### src/rtl/scc_pkg.sv
// Shared constants, types and input scaling for the SCC output stage.
// Used by scc_output_stage and scc_delta_sigma.
package scc_pkg;

    localparam int unsigned InWidth    = 11;
    localparam int unsigned ActWidth   = 3;
    localparam int unsigned InOffset   = 640;
    localparam int unsigned ScaleShift = 5;
    localparam int unsigned FiltShift  = 3;
    localparam int unsigned FiltWidth  = 19;
    localparam int unsigned PcmWidth   = 16;

    localparam logic [ActWidth-1:0] SampleSlot = 3'd2;
    // Flips the sign bit so the modulator sees an offset-binary level.
    localparam logic [PcmWidth-1:0] DsBias     = 16'h8000;

    typedef logic signed [PcmWidth-1:0]  pcm_t;
    typedef logic signed [FiltWidth-1:0] filt_t;

    // Converts a raw mixer sum into a signed sample scaled up to full pcm range.
    function automatic pcm_t scale_input(input logic [InWidth-1:0] raw, input logic offset);
        pcm_t x;
        if (offset) begin
            x = pcm_t'({{(PcmWidth-InWidth){1'b0}}, raw}) - pcm_t'(InOffset);
        end else begin
            x = pcm_t'({{(PcmWidth-InWidth){raw[InWidth-1]}}, raw});
        end
        return x <<< ScaleShift;
    endfunction

endpackage

### src/rtl/scc_delta_sigma.sv
// First-order delta-sigma modulator turning a signed pcm sample into a 1-bit stream.
module scc_delta_sigma
    import scc_pkg::*;
(
    input  logic                clk,
    input  logic                nreset,
    input  logic [PcmWidth-1:0] pcm_data,
    output logic                dac_out
);

    logic [PcmWidth-1:0] acc_q, acc_d;
    logic                dac_q, dac_d;
    logic [PcmWidth:0]   sum;

    always_comb begin
        sum   = {1'b0, acc_q} + {1'b0, pcm_data ^ DsBias};
        acc_d = sum[PcmWidth-1:0];
        dac_d = sum[PcmWidth];
    end

    always_ff @(posedge clk) begin
        if (!nreset) begin
            acc_q <= '0;
            dac_q <= 1'b0;
        end else begin
            acc_q <= acc_d;
            dac_q <= dac_d;
        end
    end

    assign dac_out = dac_q;

endmodule

### src/rtl/scc_output_stage.sv
// SCC mixer output stage: sample strobe, scaling, optional low-pass (SCC_OUTPUT_LPF_EN),
// valid/ready output register with sticky overrun, and delta-sigma DAC bitstream.
module scc_output_stage
    import scc_pkg::*;
#(
    parameter int unsigned add_offset = 1
) (
    input  logic                clk,
    input  logic                nreset,
    input  logic [ActWidth-1:0] active,
    input  logic [InWidth-1:0]  left_in,
    output logic [PcmWidth-1:0] pcm_data,
    output logic                pcm_valid,
    input  logic                pcm_ready,
    output logic                pcm_overrun,
    output logic                dac_out
);

    logic hist_q, hist_d;
    logic strobe;
    logic strobe_q, strobe_d;
    pcm_t x16_q, x16_d;
    pcm_t y;

    logic [PcmWidth-1:0] pcm_q, pcm_d;
    logic                valid_q, valid_d;
    logic                overrun_q, overrun_d;

    // One strobe per entry into the sample slot, however long active stalls there.
    always_comb begin
        strobe   = (active == SampleSlot) && !hist_q;
        hist_d   = (active == SampleSlot);
        strobe_d = strobe;
        x16_d    = strobe ? scale_input(left_in, add_offset != 0) : x16_q;
    end

    always_ff @(posedge clk) begin
        if (!nreset) begin
            hist_q   <= 1'b0;
            strobe_q <= 1'b0;
            x16_q    <= '0;
        end else begin
            hist_q   <= hist_d;
            strobe_q <= strobe_d;
            x16_q    <= x16_d;
        end
    end

`ifdef SCC_OUTPUT_LPF_EN
    filt_t s_q, s_d;
    filt_t s_next;

    always_comb begin
        s_next = s_q + filt_t'(x16_q) - (s_q >>> FiltShift);
        s_d    = strobe_q ? s_next : s_q;
        // s_next >>> FiltShift leaves exactly PcmWidth significant bits.
        y      = pcm_t'(s_next[FiltShift +: PcmWidth]);
    end

    always_ff @(posedge clk) begin
        if (!nreset) begin
            s_q <= '0;
        end else begin
            s_q <= s_d;
        end
    end
`else
    always_comb begin
        y = x16_q;
    end
`endif

    always_comb begin
        pcm_d     = pcm_q;
        valid_d   = valid_q;
        overrun_d = overrun_q;
        if (strobe_q) begin
            pcm_d   = y;
            valid_d = 1'b1;
            if (valid_q && !pcm_ready) begin
                overrun_d = 1'b1;
            end
        end else if (valid_q && pcm_ready) begin
            valid_d = 1'b0;
        end
    end

    always_ff @(posedge clk) begin
        if (!nreset) begin
            pcm_q     <= '0;
            valid_q   <= 1'b0;
            overrun_q <= 1'b0;
        end else begin
            pcm_q     <= pcm_d;
            valid_q   <= valid_d;
            overrun_q <= overrun_d;
        end
    end

    assign pcm_data    = pcm_q;
    assign pcm_valid   = valid_q;
    assign pcm_overrun = overrun_q;

    scc_delta_sigma u_delta_sigma (
        .clk      (clk),
        .nreset   (nreset),
        .pcm_data (pcm_q),
        .dac_out  (dac_out)
    );

endmodule

### config.mk
export PLATFORM = sky130hd
export DESIGN_NAME = scc_output_stage
export DESIGN_NICKNAME = d
export VERILOG_FILES = /design/src/rtl/scc_pkg.sv /design/src/rtl/scc_delta_sigma.sv /design/src/rtl/scc_output_stage.sv
export SDC_FILE = /design/constraint.sdc
export NUM_CORES = 1
export LEC_CHECK = 0
export ABC_AREA = 1
export CORE_UTILIZATION = 30
export DETAILED_ROUTE_END_ITERATION = 16
export DONT_BUFFER_PORTS = 1
export SYNTH_ARGS = -nofsm -noshare
export SYNTH_HDL_FRONTEND = slang
export SYNTH_SLANG_ARGS = --single-unit
### constraint.sdc
create_clock -name clk -period 1.7 [get_ports clk]
set_clock_uncertainty 0.1 [all_clocks]
set_input_delay 0.34 -clock clk [delete_from_list [all_inputs] [get_ports clk]]
set_output_delay 0.34 -clock clk [all_outputs]
set_load 0.02 [all_outputs]
# Word-level counts from Yosys, hierarchy flattened

Cells that the tools add are included.

Reduce and logical (&&, ||, !) cells: 7
Equal/unequal tests: 1
Multiplexer cells: 2
Bitwise gates (word level): 1
$add $sub $neg: 2

Operators by type and width:

| cell                                                                   | count |
|---|---|
| 16-bit by 16-bit adder with 17-bit output                              | 1 |
| 11-bit by 10-bit subtractor with 11-bit output (second input constant) | 1 |
| 3-bit by 2-bit == test with 1-bit output (second input constant)       | 1 |
| 1-bit logical AND                                                      | 3 |
| 1-bit zero test                                                        | 2 |
| 1-bit 2-to-1 mux                                                       | 2 |
| 2-bit AND reduction                                                    | 1 |
| 2-bit nonzero test                                                     | 1 |
| 1-bit NOT                                                              | 1 |

Logic and storage cells: 21
Flip-flop bits (word level): 43
Output and inout port bits: 19

# Logic depth before layout (Yosys ltp)

Gate-level depths: netlist (run 1).

Depth after elaboration: 3
Depth in mapped cells: 10

# Hierarchy

A second synthesis (run 1) with hierarchy kept.

Cell total of the unflattened synthesis: 354
Area total of the unflattened synthesis: 2408.6 µm²

By module, submodules not included:

| module           | instances | area each (µm²) | cells an instance | seq. area each (µm²) |
|---|---|---|---|---|
| scc_delta_sigma  | 1         | 1385.1          | 223               | 340.3 |
| scc_output_stage | 1         | 1023.5          | 131               | 520.5 |

# Worst setup path before layout (run 1)

Ideal clock, no wire load.

Path kind: flip-flop to flip-flop
Start: reg pcm_q[5], in the netlist pcm_data[5]
End: reg u_delta_sigma.acc_q[13]
Path buffers: 0
Cell stages (with the launch flop): 11
Arrival: 1.496 ns
Clock period less this slack: 1.711 ns
Setup time: 0.115 ns
Setup slack: -0.011 ns
Path through: dfxtp_1 -> ha_1 -> fa_1 -> nand2_1 -> nand3_1 -> nand2_1 -> inv_2 -> nand2_1 -> nand3_1 -> nand2_1 -> nor2_1

Longest elaborated chain between the ends: 1

Ends and longest elaborated chain:

| what                                      | RTL line               | text |
|---|---|---|
| start: declaration                        | scc_output_stage.sv:25 | `logic [PcmWidth-1:0] pcm_q, pcm_d;` |
| start signal: assignment                  | scc_output_stage.sv:94 | `pcm_q <= pcm_d;` |
| 16-bit by 16-bit adder with 17-bit output | scc_delta_sigma.sv:16  | `sum = {1'b0, acc_q} + {1'b0, pcm_data ^ DsBias};` |
| end signal: assignment                    | scc_delta_sigma.sv:23  | `acc_q <= '0;` |
| end signal: assignment                    | scc_delta_sigma.sv:26  | `acc_q <= acc_d;` |
| end: declaration                          | scc_delta_sigma.sv:11  | `logic [PcmWidth-1:0] acc_q, acc_d;` |

No other way between the ends.
A chain may end at the register's enable or synchronous reset.

# Final worst setup path (run 1)

Ends and elaborated chain as after synthesis.

==> results of run 1 <==
==> worst max-delay path, stage by stage (launching register included) <==
cell     delay, ns
dfxtp_2       0.33
ha_2          0.19
fa_2          0.33
nand2_1       0.09
nand3_1       0.09
nand2_2       0.09
inv_2         0.04
nand2_1       0.07
nand3_1       0.07
nand2_1       0.06
nor2_1        0.03
==> registers in the layout, indices dropped and copies added, names as in the netlist <==
register               cells
pcm_data                  11
u_delta_sigma.acc_q       11
x16_q                     11
hist_q                     1
pcm_overrun                1
pcm_valid                  1
strobe_q                   1
u_delta_sigma.dac_out      1
==> how the worst max path moves through the flow <==
| stage | end | slack [ns] |
|---|---|---|
| after floorplan | u_delta_sigma.acc_q[13]$_SDFF_PN0_ | 0.03 |
| after global placement | u_delta_sigma.acc_q[13]$_SDFF_PN0_ | 0.12 |
| after detailed placement | u_delta_sigma.acc_q[13]$_SDFF_PN0_ | 0.09 |
| after CTS | u_delta_sigma.acc_q[13]$_SDFF_PN0_ | 0.08 |
| after global routing | u_delta_sigma.acc_q[13]$_SDFF_PN0_ | -0.02 |
| final | u_delta_sigma.acc_q[13]$_SDFF_PN0_ | 0.10 |
==> stage by stage <==
step	setup slack, ns	instance area, um^2	TNS (ns)
2_1_floorplan	0.0292	1900	0
3_3_place_gp	0.117	2040	0
3_5_place_dp	0.0857	2040	0
4_1_cts	0.0758	2130	0
5_1_grt	-0.0165	2140	-0.0165
6_report	0.103	2140	0
==> layout make-up <==
class	count	share of cell area
inverters	30	0.0527
clock buffers	6	0.0386
multi-input cells	183	0.450
clock inverters	2	0.00585
flip-flops and latches	38	0.356
well taps	75	0.0439
repair buffers	15	0.0527
==> repair_timing <==
| item | CTS | global route |
|---|---|---|
| endpoints found under the setup margin | 0 | 3 |
| hold endpoints to repair | 0 | 0 |
| gates resized for setup | 0 | 3 |
==> synth_stat cells <==
cell / count
dfxtp_1: 38
o21a_1: 1
a21oi_2: 2
clkbuf_1: 3
conb_1: 1
inv_1: 24
nand2_2: 5
nand4_1: 2
xnor2_1: 2
nor2_2: 6
ha_1: 12
buf_4: 7
a21oi_1: 15
nand3b_4: 1
fa_1: 1
inv_2: 5
o21ai_0: 20
nor2_1: 48
o21ai_1: 6
nor3_1: 1
clkinv_1: 1
nand2_1: 45
nand3_1: 9
or2_1: 1
nor2_4: 1
buf_2: 1
==> cells by family (layout without fill, tap and decap cells) <==
family                     after synthesis  count (layout)  synth area share
adders and majority gates               13              13            0.0904
xor gates and xnor gates                 2               2           0.00931
other                                    1               5           0.00199
and+or+nand+nor                        119             119             0.275
DFF                                     38              38             0.404
buffers and inverters                   41              53            0.0964
AOI/OAI and AO/OA                       44              44             0.122
==> metal layers <==
metal / part of all wire / global-route usage / vias up / wire length, um
met4: 0.0076 / 0.0464 / 0 / 29
met5: 0 / 0 / - / 0
met3: 0.039 / 0.0303 / 4 / 150
met1: 0.48 / 0.153 / 684 / 1820
li1: - / - / 837 / -
met2: 0.48 / 0.203 / 23 / 1810
==> power by group <==
group | total [mW] | internal [mW] | switching, mW
registers | 0.950 | 0.929 | 0.0211
logic | 0.171 | 0.0654 | 0.106
clock network | 0.650 | 0.326 | 0.324
total | 1.77 | 1.32 | 0.451
==> reports/results.ini, run 1 <==
[power]
power.density_mw_per_mm2 = 828
finalPower_mw = 1.77
ir_drop_mv = 0.589
leakage_nw = 1.09

[yosys]
synth.avg_cell_area_um2 = 7.29
synth_cell_type_count = 26
synth-seq-cells = 38
yosys_warnings = 0
synthCells = 258
yosysTopAreaCell = dfxtp_1
synth_top_cells_by_area = dfxtp_1, nor2_1, nand2_1, ha_1, o21ai_0
syn_area_mm2 = 0.00188
netlist.area_leader.share = 0.404
synth_seq_area_share = 0.404

[critical_path]
reg2regPathDepth = 10
worstSetupStartpointType = register
cp.required_ns = 1.78
rrSetupSlack_ns = 0.10
crit_start = pcm_data[5]$_SDFFE_PN0P_
worstSetupPathType = register to register
cp-end-kind = register
worstPathArrival_ns = 1.68
crit_fanout = 3
regToRegStartpoint = pcm_data[5]$_SDFFE_PN0P_
r2r-end = u_delta_sigma.acc_q[13]$_SDFF_PN0_

[clocking]
clk_pin_slew_ns = 0.08
root_buffer = clkbuf_8
htree_levels = 2
cts_inserted_buffers = 5
clock_latency_ns = 0.29
cts_hold_buf = 0
cts_tree = yes
ctsLongestPathBuffers = 2
cts.sinks = 38
post_cts_buffers = 0

[cells_and_area]
multiInputGateArea_um2 = 962
n_antenna_cell = 0
drive_gt1_frac = 0.172
area_delta_synth_final_pct = 13.6
seqCellArea_um2 = 762
fill_cells = 634
finalNonFillerCells = 349
final_core_util = 0.357
final_nets = 303
final_common_cell = nor2_1
most-common-layout-cells = nor2_1, nand2_1, dfxtp_1

[grt]
grt_pass1_wl_mm = 6.18
antenna_found_initial = 0
grt_max_degree = 36
grt.overflow.total = 0
grtUsageTotal = 0.123
grt_pass1_vias = 1411

[die]
io_pins = 36
core_mm2 = 0.00599
placementRows = 28
die_x_um = 81.2
die_h_um = 81.2
start_util = 0.314
dieArea_mm2 = 0.00659

[placed_design]
placed_cells_incl_taps = 341
gp_congestion = 0.846
hpwlAfterDp_mm = 2.88
portBuffers = 0

[outcome]
outcome = finished clean

[drt]
route.detailed.drc = 0
routedWlPerCell_um = 10.9
ant_nets = 0
vias_per_cell = 4.44
vias = 1548
wl_mm = 3.81
drt_iter0_drc = 38
dr.pass1.iters = 4

[sta]
whs_ns = 0.0362
layout_worst_path_cycle_share = 0.939
slew_violations = 0
finalCriticalPeriod_ns = 1.60
rsz0062_at_grt = true
finalSetupViolations = 0
hold_viol_final = 0
fmax_ghz = 0.626

[job]
cap_violations = 0

[hold_path]
min_path_cells = 1
hold_path_class = input pin to register
hp-start = left_in[7]
hold_end = x16_q[12]$_SDFFE_PN0P_

Note: power is estimated with default switching activity, not from simulation.
==> inputs of run 2 (changes only) <==
RECOVER_POWER = 25   (was unset)
==> run 2 against run 1 <==
Total power is 0.12% lower. Critical path depth is the same. Die area unchanged. First-iteration DRC count unchanged. Fmax unchanged. Cell area is 0.59% lower. Non-clock buffer count stayed put. Core utilization decreased by 0.21 points. Sequential power barely moved. Sequential cell count is the same. Largest cell class unchanged. Highest routed layer unchanged.
==> reports/results.ini, run 2 (synthesis results as in run 1) <==
[critical_path]
crit_fanout = 3
critPathTopFamily = adder cells
rrSetupSlack_ns = 0.10
worstPathArrival_ns = 1.68
worstSetupPathType = register to register
crit_slowest_cell = dfxtp_2
cp.required_ns = 1.78
cp-end-kind = register
crit_top_cell = nand2_1
crit_buf_inv = 1
cp_cell_sequence = ha_2, fa_2, nand2_1, nand3_1, nand2_2, inv_2, nand2_1, nand3_1, nand2_1, nor2_1
crit_start = pcm_data[5]$_SDFFE_PN0P_
slowest_delay_ns = 0.33
regToRegStartpoint = pcm_data[5]$_SDFFE_PN0P_
worstSetupStartpointType = register

[outcome]
outcome = finished clean

[drt]
wl_mm = 3.81
route.detailed.drc = 0
vias = 1548
ant_nets = 0
dr.pass1.iters = 4
drt_iter0_drc = 38
vias_per_cell = 4.44
routedWlPerCell_um = 10.9

[clocking]
root_buffer = clkbuf_8
clk_pin_slew_ns = 0.08
htree_levels = 2
cts_tree = yes
cts_inserted_buffers = 5
clock_latency_ns = 0.29
ctsLongestPathBuffers = 2
cts.sinks = 38
post_cts_buffers = 0

[sta]
setup_tns_ns = 0
whs_ns = 0.0362
fmax_ghz = 0.626
timing.final.ws_setup_ns = 0.103
finalSetupViolations = 0
layout_worst_path_cycle_share = 0.939
hold_viol_final = 0
rsz0062_at_grt = true
finalCriticalPeriod_ns = 1.60
slew_violations = 0

[power]
leakage_nw = 1.07
ir_drop_mv = 0.589
power.density_mw_per_mm2 = 832
finalPower_mw = 1.77

[cells_and_area]
fill_cells = 636
area_delta_synth_final_pct = 13.0
final_core_util = 0.355
n_antenna_cell = 0
finalNonFillerCells = 349
drive_gt1_frac = 0.168
final_nets = 303
final_cell_area_mm2 = 0.00213
final_common_cell = nor2_1
most-common-layout-cells = nor2_1, nand2_1, dfxtp_1

[placed_design]
hpwlAfterDp_mm = 2.88
pre_cts_ws_ns = 0.0857
placed_cells_incl_taps = 341
postPlaceCellArea_mm2 = 0.00204
portBuffers = 0
gp_congestion = 0.846

[die]
io_pins = 36
dieArea_mm2 = 0.00659
placementRows = 28
start_util = 0.314
die_h_um = 81.2
die_x_um = 81.2
core_mm2 = 0.00599

[grt]
antenna_found_initial = 0
grtUsageTotal = 0.123
grt_max_degree = 36
grt.overflow.total = 0
grt_pass1_vias = 1411
grt_pass1_wl_mm = 6.18

[hold_path]
hp-start = left_in[7]
hold_path_class = input pin to register

[job]
cap_violations = 0

## run 2: cell counts in the layout (fill, tap and decap cells not counted)
Identical to the previous run, type by type.
## run 2: repair_timing
action,in CTS,in global routing
gates resized for setup,0,3
hold buffers,0,0
endpoints found under the setup margin,0,3
## run 2: worst reg2reg max path: stages, from the launching register on
cell and delay, ns:
dfxtp_2 0.33, ha_2 0.19, fa_2 0.33, nand2_1 0.09, nand3_1 0.09, nand2_2 0.09, inv_2 0.04, nand2_1 0.07
nand3_1 0.07, nand2_1 0.06, nor2_1 0.03
## run 2: where the power goes
group / total, mW / internal, mW / switching, mW
combinational: 0.169 / 0.0639 / 0.105
clock: 0.650 / 0.326 / 0.324
sequential: 0.950 / 0.929 / 0.0211
total: 1.77 / 1.32 / 0.450
## run 2: metal layers
| metal | vias up | track usage | wire length, um |
|---|---|---|---|
| met5 | - | 0 | 0 |
| met4 | 0 | 0.0464 | 29 |
| met3 | 4 | 0.0303 | 150 |
| met2 | 23 | 0.203 | 1810 |
| met1 | 684 | 0.153 | 1820 |
| li1 | 837 | - | - |
## run 2: area by class of cell
cell class              count  area [um^2]  share of cell area
multi-input cells         183          950               0.447
inverters                  30          113              0.0530
clock buffers               6         82.6              0.0388
repair buffers             15          113              0.0530
clock inverters             2         12.5             0.00589
flip-flops and latches     38          762               0.358
well taps                  75         93.8              0.0441
## run 2: final timing paths
path                                              to  cells past startpoint
hold / removal                x16_q[12]$_SDFFE_PN0P_                      1
setup reg to reg  u_delta_sigma.acc_q[13]$_SDFF_PN0_                     10
hold reg to reg            pcm_data[14]$_SDFFE_PN0P_                      2
setup / recovery  u_delta_sigma.acc_q[13]$_SDFF_PN0_                     10
